$ cat config.mk
export PLATFORM = sky130hd
export DESIGN_NAME = fp_mul_norm_round
export DESIGN_NICKNAME = d
export VERILOG_FILES = /design/src/rtl/fp_mul_norm_round.sv
export SDC_FILE = /design/constraint.sdc
export NUM_CORES = 1
export LEC_CHECK = 0
export CAP_MARGIN = 0
export CORE_ASPECT_RATIO = 1.75
export CORE_MARGIN = 2
export CORE_UTILIZATION = 25
export DETAILED_ROUTE_END_ITERATION = 8
export HOLD_SLACK_MARGIN = 0.08
export PLACE_DENSITY = 0.56
export RECOVER_POWER = 100
export SYNTH_ARGS = -nofsm -noshare
export SYNTH_HDL_FRONTEND = slang
export SYNTH_SLANG_ARGS = --single-unit
$ cat constraint.sdc
create_clock -name clk -period 5.4 [get_ports clk]
set_clock_uncertainty 0.1 [all_clocks]
set_input_delay 1.08 -clock clk [delete_from_list [all_inputs] [get_ports clk]]
set_output_delay 1.08 -clock clk [all_outputs]
set_load 0.05 [all_outputs]
$ cat src/rtl/fp_mul_norm_round.sv
// Normalize / round-to-nearest-even / pack stage following the significand multiplier.
// Two registered stages with valid/ready flow control; specials override the arithmetic.
module fp_mul_norm_round #(
    parameter int N  = 11,
    parameter int EW = 5
) (
    input  logic              clk,
    input  logic              rst,
    input  logic              in_valid,
    output logic              in_ready,
    input  logic [2*N-1:0]    in_prod,
    input  logic [EW+1:0]     in_exp,
    input  logic              in_sign,
    input  logic              in_nan,
    input  logic              in_inf,
    input  logic              in_zero,
    output logic              out_valid,
    input  logic              out_ready,
    output logic [EW+N-1:0]   out_result,
    output logic              out_ovf,
    output logic              out_unf,
    output logic              out_inexact
);

    localparam int PW = 2 * N;
    // One extra bit over the input exponent so +1 (normalize) and +1 (round carry) never wrap.
    localparam int XW = EW + 3;
    localparam logic signed [XW-1:0] EXP_ONE  = {{(XW-1){1'b0}}, 1'b1};
    localparam logic signed [XW-1:0] EXP_ZERO = {XW{1'b0}};
    localparam logic signed [XW-1:0] EXP_MAX  = {{(XW-EW){1'b0}}, {EW{1'b1}}};

    logic                  s1_load_s;
    logic                  s2_load_s;
    logic signed [XW-1:0]  in_exp_x_s;
    logic [N-1:0]          norm_mant_s;
    logic                  norm_guard_s;
    logic                  norm_sticky_s;
    logic signed [XW-1:0]  norm_exp_s;

    logic                  s1_valid_r;
    logic [N-1:0]          s1_mant_r;
    logic                  s1_guard_r;
    logic                  s1_sticky_r;
    logic signed [XW-1:0]  s1_exp_r;
    logic                  s1_sign_r;
    logic                  s1_nan_r;
    logic                  s1_inf_r;
    logic                  s1_zero_r;

    logic                  round_up_s;
    logic                  carry_s;
    logic [N-2:0]          frac_s;
    logic signed [XW-1:0]  exp_fin_s;
    logic [EW+N-1:0]       res_s;
    logic                  ovf_s;
    logic                  unf_s;
    logic                  inexact_s;

    logic                  out_valid_r;
    logic [EW+N-1:0]       out_result_r;
    logic                  out_ovf_r;
    logic                  out_unf_r;
    logic                  out_inexact_r;

    assign s2_load_s  = !out_valid_r || out_ready;
    assign s1_load_s  = !s1_valid_r || s2_load_s;
    assign in_ready   = s1_load_s;
    assign in_exp_x_s = {in_exp[EW+1], in_exp};

    // Stage-1 normalization: pick the N-bit window under the leading one.
    always_comb begin
        norm_mant_s   = in_prod[PW-2:N-1];
        norm_guard_s  = in_prod[N-2];
        norm_sticky_s = |in_prod[N-3:0];
        norm_exp_s    = in_exp_x_s;
        if (in_prod[PW-1]) begin
            norm_mant_s   = in_prod[PW-1:N];
            norm_guard_s  = in_prod[N-1];
            norm_sticky_s = |in_prod[N-2:0];
            norm_exp_s    = in_exp_x_s + EXP_ONE;
        end else begin
            norm_mant_s   = in_prod[PW-2:N-1];
            norm_guard_s  = in_prod[N-2];
            norm_sticky_s = |in_prod[N-3:0];
            norm_exp_s    = in_exp_x_s;
        end
    end

    // Stage-1 register: normalized significand, round bits and specials.
    always_ff @(posedge clk) begin
        if (rst) begin
            s1_valid_r  <= 1'b0;
            s1_mant_r   <= {N{1'b0}};
            s1_guard_r  <= 1'b0;
            s1_sticky_r <= 1'b0;
            s1_exp_r    <= EXP_ZERO;
            s1_sign_r   <= 1'b0;
            s1_nan_r    <= 1'b0;
            s1_inf_r    <= 1'b0;
            s1_zero_r   <= 1'b0;
        end else if (s1_load_s) begin
            s1_valid_r <= in_valid;
            if (in_valid) begin
                s1_mant_r   <= norm_mant_s;
                s1_guard_r  <= norm_guard_s;
                s1_sticky_r <= norm_sticky_s;
                s1_exp_r    <= norm_exp_s;
                s1_sign_r   <= in_sign;
                s1_nan_r    <= in_nan;
                s1_inf_r    <= in_inf;
                s1_zero_r   <= in_zero;
            end
        end
    end

    // Rounding: the fraction add wraps to zero exactly when the full mantissa carries out.
    assign round_up_s = s1_guard_r & (s1_sticky_r | s1_mant_r[0]);
    assign carry_s    = round_up_s & (&s1_mant_r);
    assign frac_s     = s1_mant_r[N-2:0] + {{(N-2){1'b0}}, round_up_s};
    assign exp_fin_s  = carry_s ? (s1_exp_r + EXP_ONE) : s1_exp_r;

    // Stage-2 result selection: specials first, then exponent range, then normal pack.
    always_comb begin
        res_s     = {1'b0, exp_fin_s[EW-1:0], frac_s};
        ovf_s     = 1'b0;
        unf_s     = 1'b0;
        inexact_s = 1'b0;
        if (s1_nan_r) begin
            res_s = {1'b0, {EW{1'b1}}, 1'b1, {(N-2){1'b0}}};
        end else if (s1_inf_r) begin
            res_s = {s1_sign_r, {EW{1'b1}}, {(N-1){1'b0}}};
        end else if (s1_zero_r) begin
            res_s = {s1_sign_r, {EW{1'b0}}, {(N-1){1'b0}}};
        end else if (exp_fin_s >= EXP_MAX) begin
            res_s     = {s1_sign_r, {EW{1'b1}}, {(N-1){1'b0}}};
            ovf_s     = 1'b1;
            inexact_s = 1'b1;
        end else if (exp_fin_s <= EXP_ZERO) begin
            res_s     = {s1_sign_r, {EW{1'b0}}, {(N-1){1'b0}}};
            unf_s     = 1'b1;
            inexact_s = 1'b1;
        end else begin
            res_s     = {s1_sign_r, exp_fin_s[EW-1:0], frac_s};
            inexact_s = s1_guard_r | s1_sticky_r;
        end
    end

    // Output register: holds steady while the consumer stalls.
    always_ff @(posedge clk) begin
        if (rst) begin
            out_valid_r   <= 1'b0;
            out_result_r  <= {(EW+N){1'b0}};
            out_ovf_r     <= 1'b0;
            out_unf_r     <= 1'b0;
            out_inexact_r <= 1'b0;
        end else if (s2_load_s) begin
            out_valid_r <= s1_valid_r;
            if (s1_valid_r) begin
                out_result_r  <= res_s;
                out_ovf_r     <= ovf_s;
                out_unf_r     <= unf_s;
                out_inexact_r <= inexact_s;
            end
        end
    end

    assign out_valid   = out_valid_r;
    assign out_result  = out_result_r;
    assign out_ovf     = out_ovf_r;
    assign out_unf     = out_unf_r;
    assign out_inexact = out_inexact_r;

endmodule

### After elaboration in Yosys (flattened, before gate mapping)

Index checks and enable logic that the tools add are counted.

| word-level totals | value |
|---|---|
| flip-flop bits (word level) | 46 |
| latch bits | 0 |
| bits in writable memories | 0 |
| bits in read-only memories | 0 |
| bits of input ports | 37 |
| output and inout port bits | 21 |
| word-level logic and storage cells | 56 |
| memories | 0 |

| operators by class | value |
|---|---|
| add/subtract/negate cells | 3 |
| multipliers | 0 |
| div/mod/pow operators | 0 |
| $lt $le $gt $ge | 2 |
| eq/ne operators | 0 |
| shifts and indexed selects | 0 |
| multiplexer cells | 24 |
| bitwise operators | 4 |
| reduce and logical (&&, ||, !) cells | 9 |

Operator list:

| cell | count |
|---|---|
| two-way mux 15 bit | 4 |
| two-way mux 1 bit | 16 |
| two-way mux 16 bit | 1 |
| two-way mux 8 bit | 2 |
| two-way mux 11 bit | 1 |
| AND reduction 11 bit | 1 |
| adder 10 x 1 -> 10 bit | 1 |
| OR reduction 10 bit | 1 |
| OR reduction 9 bit | 1 |
| adder 7 x 2 -> 8 bit (second input constant) | 1 |
| adder 8 x 2 -> 8 bit (second input constant) | 1 |
| >= comparator 8 x 6 -> 1 bit (second input constant) | 1 |
| <= comparator 8 x 1 -> 1 bit (second input constant) | 1 |
| AND reduction 2 bit | 2 |
| bitwise AND 1 bit | 2 |
| zero test 1 bit | 2 |
| logical OR 1 bit | 2 |
| OR 1 bit | 2 |

### Logic depth before layout (Yosys ltp)

Gate-level depths: netlist of run 1.

| logic depth | value |
|---|---|
| depth in word-level cells | 10 |
| mapped depth | 8 |
| depth with buffers taken out | 7 |

### Worst setup path after synthesis of run 1

OpenSTA, ideal clock, no wires.

| timing | value |
|---|---|
| kind | input to register |
| from | input out_ready |
| to | register out_result_r[4] (netlist: out_result[4]) |
| setup time | 0.067 ns |
| arrival time | 2.795 ns |
| required time | 5.233 ns |
| setup slack | 2.438 ns |
| cell stages on the path | 7 |
| buffers on the path | 1 |
| cell sequence | nor2b_1 > nand2b_1 > or3_1 > or3_1 > or4_1 > buf_6 > o21ai_2 |

| between the ends | value |
|---|---|
| cells in the longest elaborated chain, start to end | 2 |

RTL lines:

| item | line | RTL |
|---|---|---|
| start: declaration | 18 | `input logic out_ready,` |
| logical OR 1 bit | 65 | `assign s2_load_s = !out_valid_r \|\| out_ready;` |
| AND reduction 2 bit (no source line) | - |  |
| end signal: assignment | 152 | `out_result_r <= {(EW+N){1'b0}};` |
| end signal: assignment | 159 | `out_result_r <= res_s;` |
| end: declaration | 60 | `logic [EW+N-1:0] out_result_r;` |

Every way passes these cells.
A chain may end at the register's enable or synchronous reset.

### Worst setup path in the final report of run 1

| timing | value |
|---|---|
| from | input out_ready |
| to | output in_ready |

| between the ends | value |
|---|---|
| cells in the longest elaborated chain, start to end | 2 |

RTL lines:

| item | line | RTL |
|---|---|---|
| logical OR 1 bit | 65 |  |
| logical OR 1 bit | 66 | `assign s1_load_s = !s1_valid_r \|\| s2_load_s;` |
| end: declaration | 10 | `output logic in_ready,` |

Every way passes these cells.

==> run_results.csv, run 1 <==
group,metric,value,unit
status,status,"finished, violations left",
status,violations,"max-capacitance violations, max-slew violations",
synth,yosysMostFrequentCell,"dfxtp_1",
power,p_comb_share,17.5,%
critical_path,critPathCaptureType,"output pin",
clocking,hold_buffers,0,
synth,synthCells,280,
timing,finalSetupViolCount,0,
grt,grt_max_degree,45,
floorplan,core-area,9410,µm²
synth,synth_cell_type_count,43,
clocking,cts_resized,0,
clocking,path_clk_slew,0.06,ns
power,vdd_drop_max,113,µV
clocking,ctsHtreeMaxLevel,2,
route,drc_errors,0,
finish,drive_gt1_share,4.86,%
critical_path,cp.required,4.22,ns
job,cap_violations,1,
critical_path,worstPathArrival,2.64,ns
synth,synthTopCellsByCount,"dfxtp_1, nor2_1, nand2_1",
floorplan,start_util,25.6,%
grt,antenna_found_initial,0,
route,via_count,2096,
route,wl_per_cell,12.3,µm
timing,fin_crit,3.82,ns
critical_path,critPathKind,"in -> out",
timing,rsz0062_at_grt,"false",
synth,synth_edf_count,0,
place,io_buffers,57,
timing,slew_viol_final,39,
power,fin_total_pwr,0.836,mW
synth,synthTopCellsByArea,"dfxtp_1, a211oi_1, nor2_1",
clocking,cts_root_buf,"clkbuf_16",
synth,asyncSetResetFlopFracSynth,0,%
floorplan,dieArea,10500,µm²
finish,finalNetCount,369,
power,clock_power_share,36.6,%
clocking,cts_num_sinks,46,
timing,hold_viol,0,
floorplan,io-pin-count,58,
critical_path,startpoint_type,"input port",
power,p_switching,0.223,mW
route,antenna_left,0,
synth,ys_seq_area_share,38.2,%
floorplan,row_count,47,
hold_path,hold_path_class,"reg -> reg",
synth,synth_top_area_share,38.2,%
synth,synth_warnings,0,
timing,worstMarginPinSlew,1.61,ns
critical_path,path_max_fanout,5,
synth,syn-num-nets,321,
synth,postSynthAreaPerCell,8.60,µm²
route,first_pass_iters,4,
timing,max_freq,262,MHz
floorplan,fp.dieH,134,µm
power,switching_share,26.7,%
hold_path,whs_path_depth,2,
floorplan,fp.dieW,78.2,µm
synth,synthFlopType,"dfxtp_1",
grt,grt_first_pass_wirelength,9610,µm
clocking,clock_path_buffers,2,
power,seq_power_share,45.9,%
timing,timing.final.crit_share,70.8,%
clocking,cts-buffers-inserted,5,
clocking,clock_latency,0.29,ns
synth,synth_seq_cells,46,
power,internal_power,0.613,mW
grt,track_usage,11.3,%
power,leakage,1.17,nW
critical_path,reg2reg_depth,6,
power,powerDensity,263,nW/µm²
grt,grt-ovfl-total,0,
finish,area_growth,32.2,%
timing,slew_headroom,-7.07,%
synth,syn_area,2410,µm²
clocking,cts_setup_buffers,0,
place,routabilityCongestion,0.824,
synth,yosysTopAreaCell,"dfxtp_1",
finish,diodes,0,
clocking,cts_tree,"yes",
timing,fin_tns_setup,0,ns
route,routed_wl,5530,µm
place,hpwlAfterDp,4400,µm
route,drtIter0Drc,157,
grt,grt_pass1_vias,2078,
route,via_per_inst,4.65,
metrics by stage:
step           instances  cell area [µm²]  setup WS (ns)  utilization, %  hold WS, ns
6_report             451             3180           1.58            33.8        0.349
4_1_cts              451             3220           1.63            34.2        0.362
3_3_place_gp         443             3070           1.64            32.7        0.341
3_5_place_dp         443             3070           1.63            32.7        0.349
5_1_grt              451             3180           1.47            33.8        0.374
2_1_floorplan        280             2410           2.44               -        0.337
per-layer routing:
layer	vias to the layer above	track usage (%)	share of wire [%]
li1	1093	-	-
met1	952	11.9	40
met2	45	21.1	54
met3	6	2.56	4.1
met4	0	5.17	2.0
met5	-	0	0
cells by family after synthesis:
logic type / share of synthesized area [%]
simple gates: 23.5
fa+ha+maj: 2.08
mux: 5.82
buf+inv: 4.42
flops: 38.2
xor+xnor: 7.64
compound gates: 18.3
area by class of cell:
| class | instances | area (µm²) |
|---|---|---|
| flip-flops and latches | 46 | 921 |
| multi-input cells | 212 | 1350 |
| well taps | 122 | 153 |
| inverters | 3 | 25.0 |
| repair buffers | 60 | 589 |
| clock buffers | 7 | 143 |
| clock inverters | 1 | 5.00 |
| fillers | 1035 | 6230 |
placed cells by master, fill, tap and decap left out, types with 2 or more instances in the layout:
| cell type | instances |
|---|---|
| clkdlybuf4s50_1 | 35 |
| nor3_1 | 7 |
| o21a_1 | 4 |
| a2111oi_0 | 4 |
| and4_1 | 2 |
| a211oi_1 | 23 |
| nor2_1 | 41 |
| a211o_1 | 2 |
| nand4_1 | 7 |
| ha_1 | 4 |
| xnor2_1 | 12 |
| nand2_1 | 34 |
| dfxtp_1 | 46 |
| nand3_1 | 4 |
| xor2_1 | 9 |
| clkbuf_16 | 5 |
| dlygate4sd3_1 | 22 |
| or4_1 | 3 |
| o21ai_0 | 11 |
| buf_4 | 2 |
| clkbuf_1 | 2 |
| a21oi_1 | 10 |
| mux2i_1 | 14 |
| or3_1 | 2 |
| nor4_1 | 2 |
| inv_1 | 2 |
| nor2b_1 | 3 |
critical path: stages:
cell	delay (ns)
clkdlybuf4s50_1	0.40
nor2b_1	0.26
nand2_1	0.12
dlygate4sd3_1	0.78
power by group through the flow:
stage | registers, mW | clock network (mW) | logic (mW)
floorplan | 0.402 | 0 | 0.0824
finish | 0.384 | 0.306 | 0.146
CTS | 0.384 | 0.314 | 0.153
detailed placement | 0.391 | 0 | 0.152
global placement | 0.391 | 0 | 0.151
global route | 0.388 | 0.327 | 0.162
final timing paths:
kind | start | end | slack [ns]
setup / recovery | out_ready | in_ready | 1.58
hold / removal | out_result[0] | out_result[0] | 0.35
setup reg to reg | s1_mant_r[5] | out_result[5] | 2.64
hold reg to reg | out_result[0] | out_result[0] | 0.35
flip-flops by register name (all words and copies together) (netlist names):
signal	flops
out_ovf	1
out_valid	1
s1_mant_r	11
s1_valid_r	1
out_inexact	1
s1_exp_r	8
out_result	16
s1_inf_r	1
s1_zero_r	1
s1_sticky_r	1
s1_nan_r	1
s1_guard_r	1
out_unf	1
s1_sign_r	1
No activity file was read; power rests on OpenSTA's default activity.
==> run 2: changes to the inputs <==
--- a/config.mk
+++ b/config.mk
@@ -11,7 +11,7 @@
 export CORE_UTILIZATION = 25
 export DETAILED_ROUTE_END_ITERATION = 8
 export HOLD_SLACK_MARGIN = 0.08
-export PLACE_DENSITY = 0.56
+export PLACE_DENSITY = 0.58
 export RECOVER_POWER = 100
 export SYNTH_ARGS = -nofsm -noshare
 export SYNTH_HDL_FRONTEND = slang
==> constraint.sdc (replaced) <==
create_clock -name clk -period 3.1 [get_ports clk]
set_clock_uncertainty 0.1 [all_clocks]
set_input_delay 0.62 -clock clk [delete_from_list [all_inputs] [get_ports clk]]
set_output_delay 0.62 -clock clk [all_outputs]
set_load 0.05 [all_outputs]
==> run 2 against run 1 <==
The run now ends clean. Final area grew 3.1%. Count of clock-buffer cells in the layout shrank 1. Worst setup slack lost 1.3 ns. Sequential cell count is the same. Register-to-register slack lost 2.3 ns. First-iteration DRC count shrank 62%. Global-route usage grew 0.13 points. Sequential power grew 74%. Routed wire length grew 0.14%. Non-clock buffer count grew 6. Hold slack lost 0.0011 ns. Power grew 95%.
==> run_results.csv, run 2 (synthesis results as in run 1) <==
group,metric,value,unit
clocking,cts-buffers-inserted,5,
clocking,hold_buffers,0,
critical_path,cp_top_family,"simple AND/OR/NAND/NOR gates",
floorplan,row_count,47,
critical_path,path_cells,"dlygate4sd3_1, nor2b_1, nand2b_1, or3_1, or3_1, or4_1, clkbuf_2, o21ai_0",
route,drtIter0Drc,60,
job,cap_violations,0,
grt,antenna_found_initial,0,
route,antenna_left,0,
finish,largest_reg_flops,16,
clocking,cts_setup_buffers,0,
critical_path,critPathLaunch,"out_ready",
timing,max_freq,350,MHz
timing,fin_tns_setup,0,ns
grt,grt-ovfl-total,0,
power,fin_total_pwr,1.63,mW
place,routabilityCongestion,0.809,
clocking,cts_resized,0,
critical_path,path_depth,8,
critical_path,critPathCapture,"out_result[5]",
grt,grt_max_degree,45,
timing,fin_crit,2.86,ns
timing,timing.hold.ws,0.347,ns
hold_path,hold_path_class,"reg -> reg",
floorplan,dieArea,10500,µm²
clocking,clock_latency,0.29,ns
route,first_pass_iters,4,
finish,drive_gt1_share,8.06,%
finish,area_growth,36.3,%
critical_path,cpMostUsedCell,"or3_1",
place,hpwlAfterDp,4490,µm
floorplan,core-area,9410,µm²
clocking,clock_path_buffers,2,
grt,track_usage,11.5,%
critical_path,rrSetupSlack,0.37,ns
critical_path,worstPathArrival,2.98,ns
critical_path,r2r_start,"s1_mant_r[4]",
timing,worstMarginPinSlew,0.777,ns
clocking,path_clk_slew,0.06,ns
critical_path,critPathCaptureType,"flop",
power,leakage,1.22,nW
route,wl_per_cell,12.1,µm
timing,slew_headroom,48.2,%
finish,diodes,0,
grt,use_met2,21.3,%
power,vdd_drop_max,215,µV
finish,mostFrequentLayoutCell,"dfxtp_1",
critical_path,path_max_fanout,9,
clocking,ctsHtreeMaxLevel,2,
finish,final_cell_mix,"dfxtp_1, nor2_1, nand2_1, clkdlybuf4s50_1, a211oi_1",
power,powerDensity,496,nW/µm²
timing,rsz0062_at_grt,"false",
finish,finalNetCount,375,
floorplan,fp.dieW,78.2,µm
critical_path,path_buf_inv,2,
route,routed_wl,5540,µm
timing,slew_viol_final,0,
route,via_count,2094,
timing,finalSetupViolCount,0,
critical_path,critPathKind,"in -> reg",
critical_path,r2r-end,"out_result[5]",
critical_path,reg2reg_depth,7,
critical_path,cp.required,3.22,ns
route,drc_errors,0,
grt,busiest_layer,"met2",
floorplan,start_util,25.6,%
critical_path,cp_slowest_stage_delay,0.54,ns
critical_path,startpoint_type,"input port",
floorplan,fp.dieH,134,µm
timing,timing.final.crit_share,92.3,%
status,status,"complete, no violations",
place,io_buffers,57,
timing,hold_viol,0,
grt,grtUsageMet3,2.56,%
floorplan,io-pin-count,58,
critical_path,cpMaxStageDelayCell,"or4_1",
clocking,cts_root_buf,"clkbuf_16",
route,via_per_inst,4.58,
grt,grt_first_pass_wirelength,9580,µm
clocking,cts_tree,"yes",
clocking,cts_num_sinks,46,
grt,use_met1,11.8,%
grt,grt_pass1_vias,2068,
-- run 2: cell count changes in the layout (fill, tap and decap cells not counted), sizes merged --
cell,previous run,this run
clkdlybuf4s50,35,34
bufinv,1,3
clkinv,1,0
clkbuf,8,13
buf,2,3
-- run 2: cell type report --
| cell class | instances | area, µm² |
|---|---|---|
| Multi-Input combinational cell | 212 | 1370 |
| Clock buffer | 6 | 139 |
| Fill cell | 1031 | 6130 |
| Tap cell | 122 | 153 |
| Inverter | 3 | 25.0 |
| Clock inverter | 2 | 60.1 |
| Timing Repair Buffer | 66 | 612 |
| Sequential cell | 46 | 921 |
-- run 2: per-layer routing --
| layer | share of wire, % | vias to the layer above |
|---|---|---|
| li1 | - | 1107 |
| met4 | 2.5 | 0 |
| met1 | 39 | 935 |
| met5 | 0 | - |
| met3 | 4.6 | 6 |
| met2 | 54 | 46 |
-- run 2: how the worst min path moves through the flow --
stage / startpoint / endpoint / slack (ns) / cells after the start
after CTS: out_result[0] / out_result[0] / 0.36 / 2
after global placement: out_result[0] / out_result[0] / 0.34 / 2
after floorplan: s1_sign_r / s1_sign_r / 0.34 / 2
after global routing: out_result[3] / out_result[3] / 0.37 / 2
after detailed placement: out_result[0] / out_result[0] / 0.35 / 2
final: out_result[3] / out_result[3] / 0.35 / 2
-- run 2: report_power, final --
| part | switching, mW | internal, mW | leakage [nW] | total (mW) |
|---|---|---|---|---|
| Clock | 0.218 | 0.484 | 0.0971 | 0.702 |
| Combinational | 0.137 | 0.123 | 0.741 | 0.259 |
| Sequential | 0.0406 | 0.627 | 0.379 | 0.667 |
| Total | 0.395 | 1.23 | 1.22 | 1.63 |
-- run 2: through the flow --
step	setup slack [ns]	cell area (µm²)	std cells	utilization (%)
after floorplan	0.578	2410	280	-
after CTS	0.373	3310	457	35.2
final	0.240	3280	457	34.9
after detailed placement	0.0699	3120	449	33.1
after global placement	0.0891	3120	449	33.1
after global routing	0.143	3280	457	34.9
-- run 2: worst min-delay path, stage by stage, from the launching register on --
cell and delay (ns):
dfxtp_1 0.32, nand2_1 0.04, o21ai_0 0.05
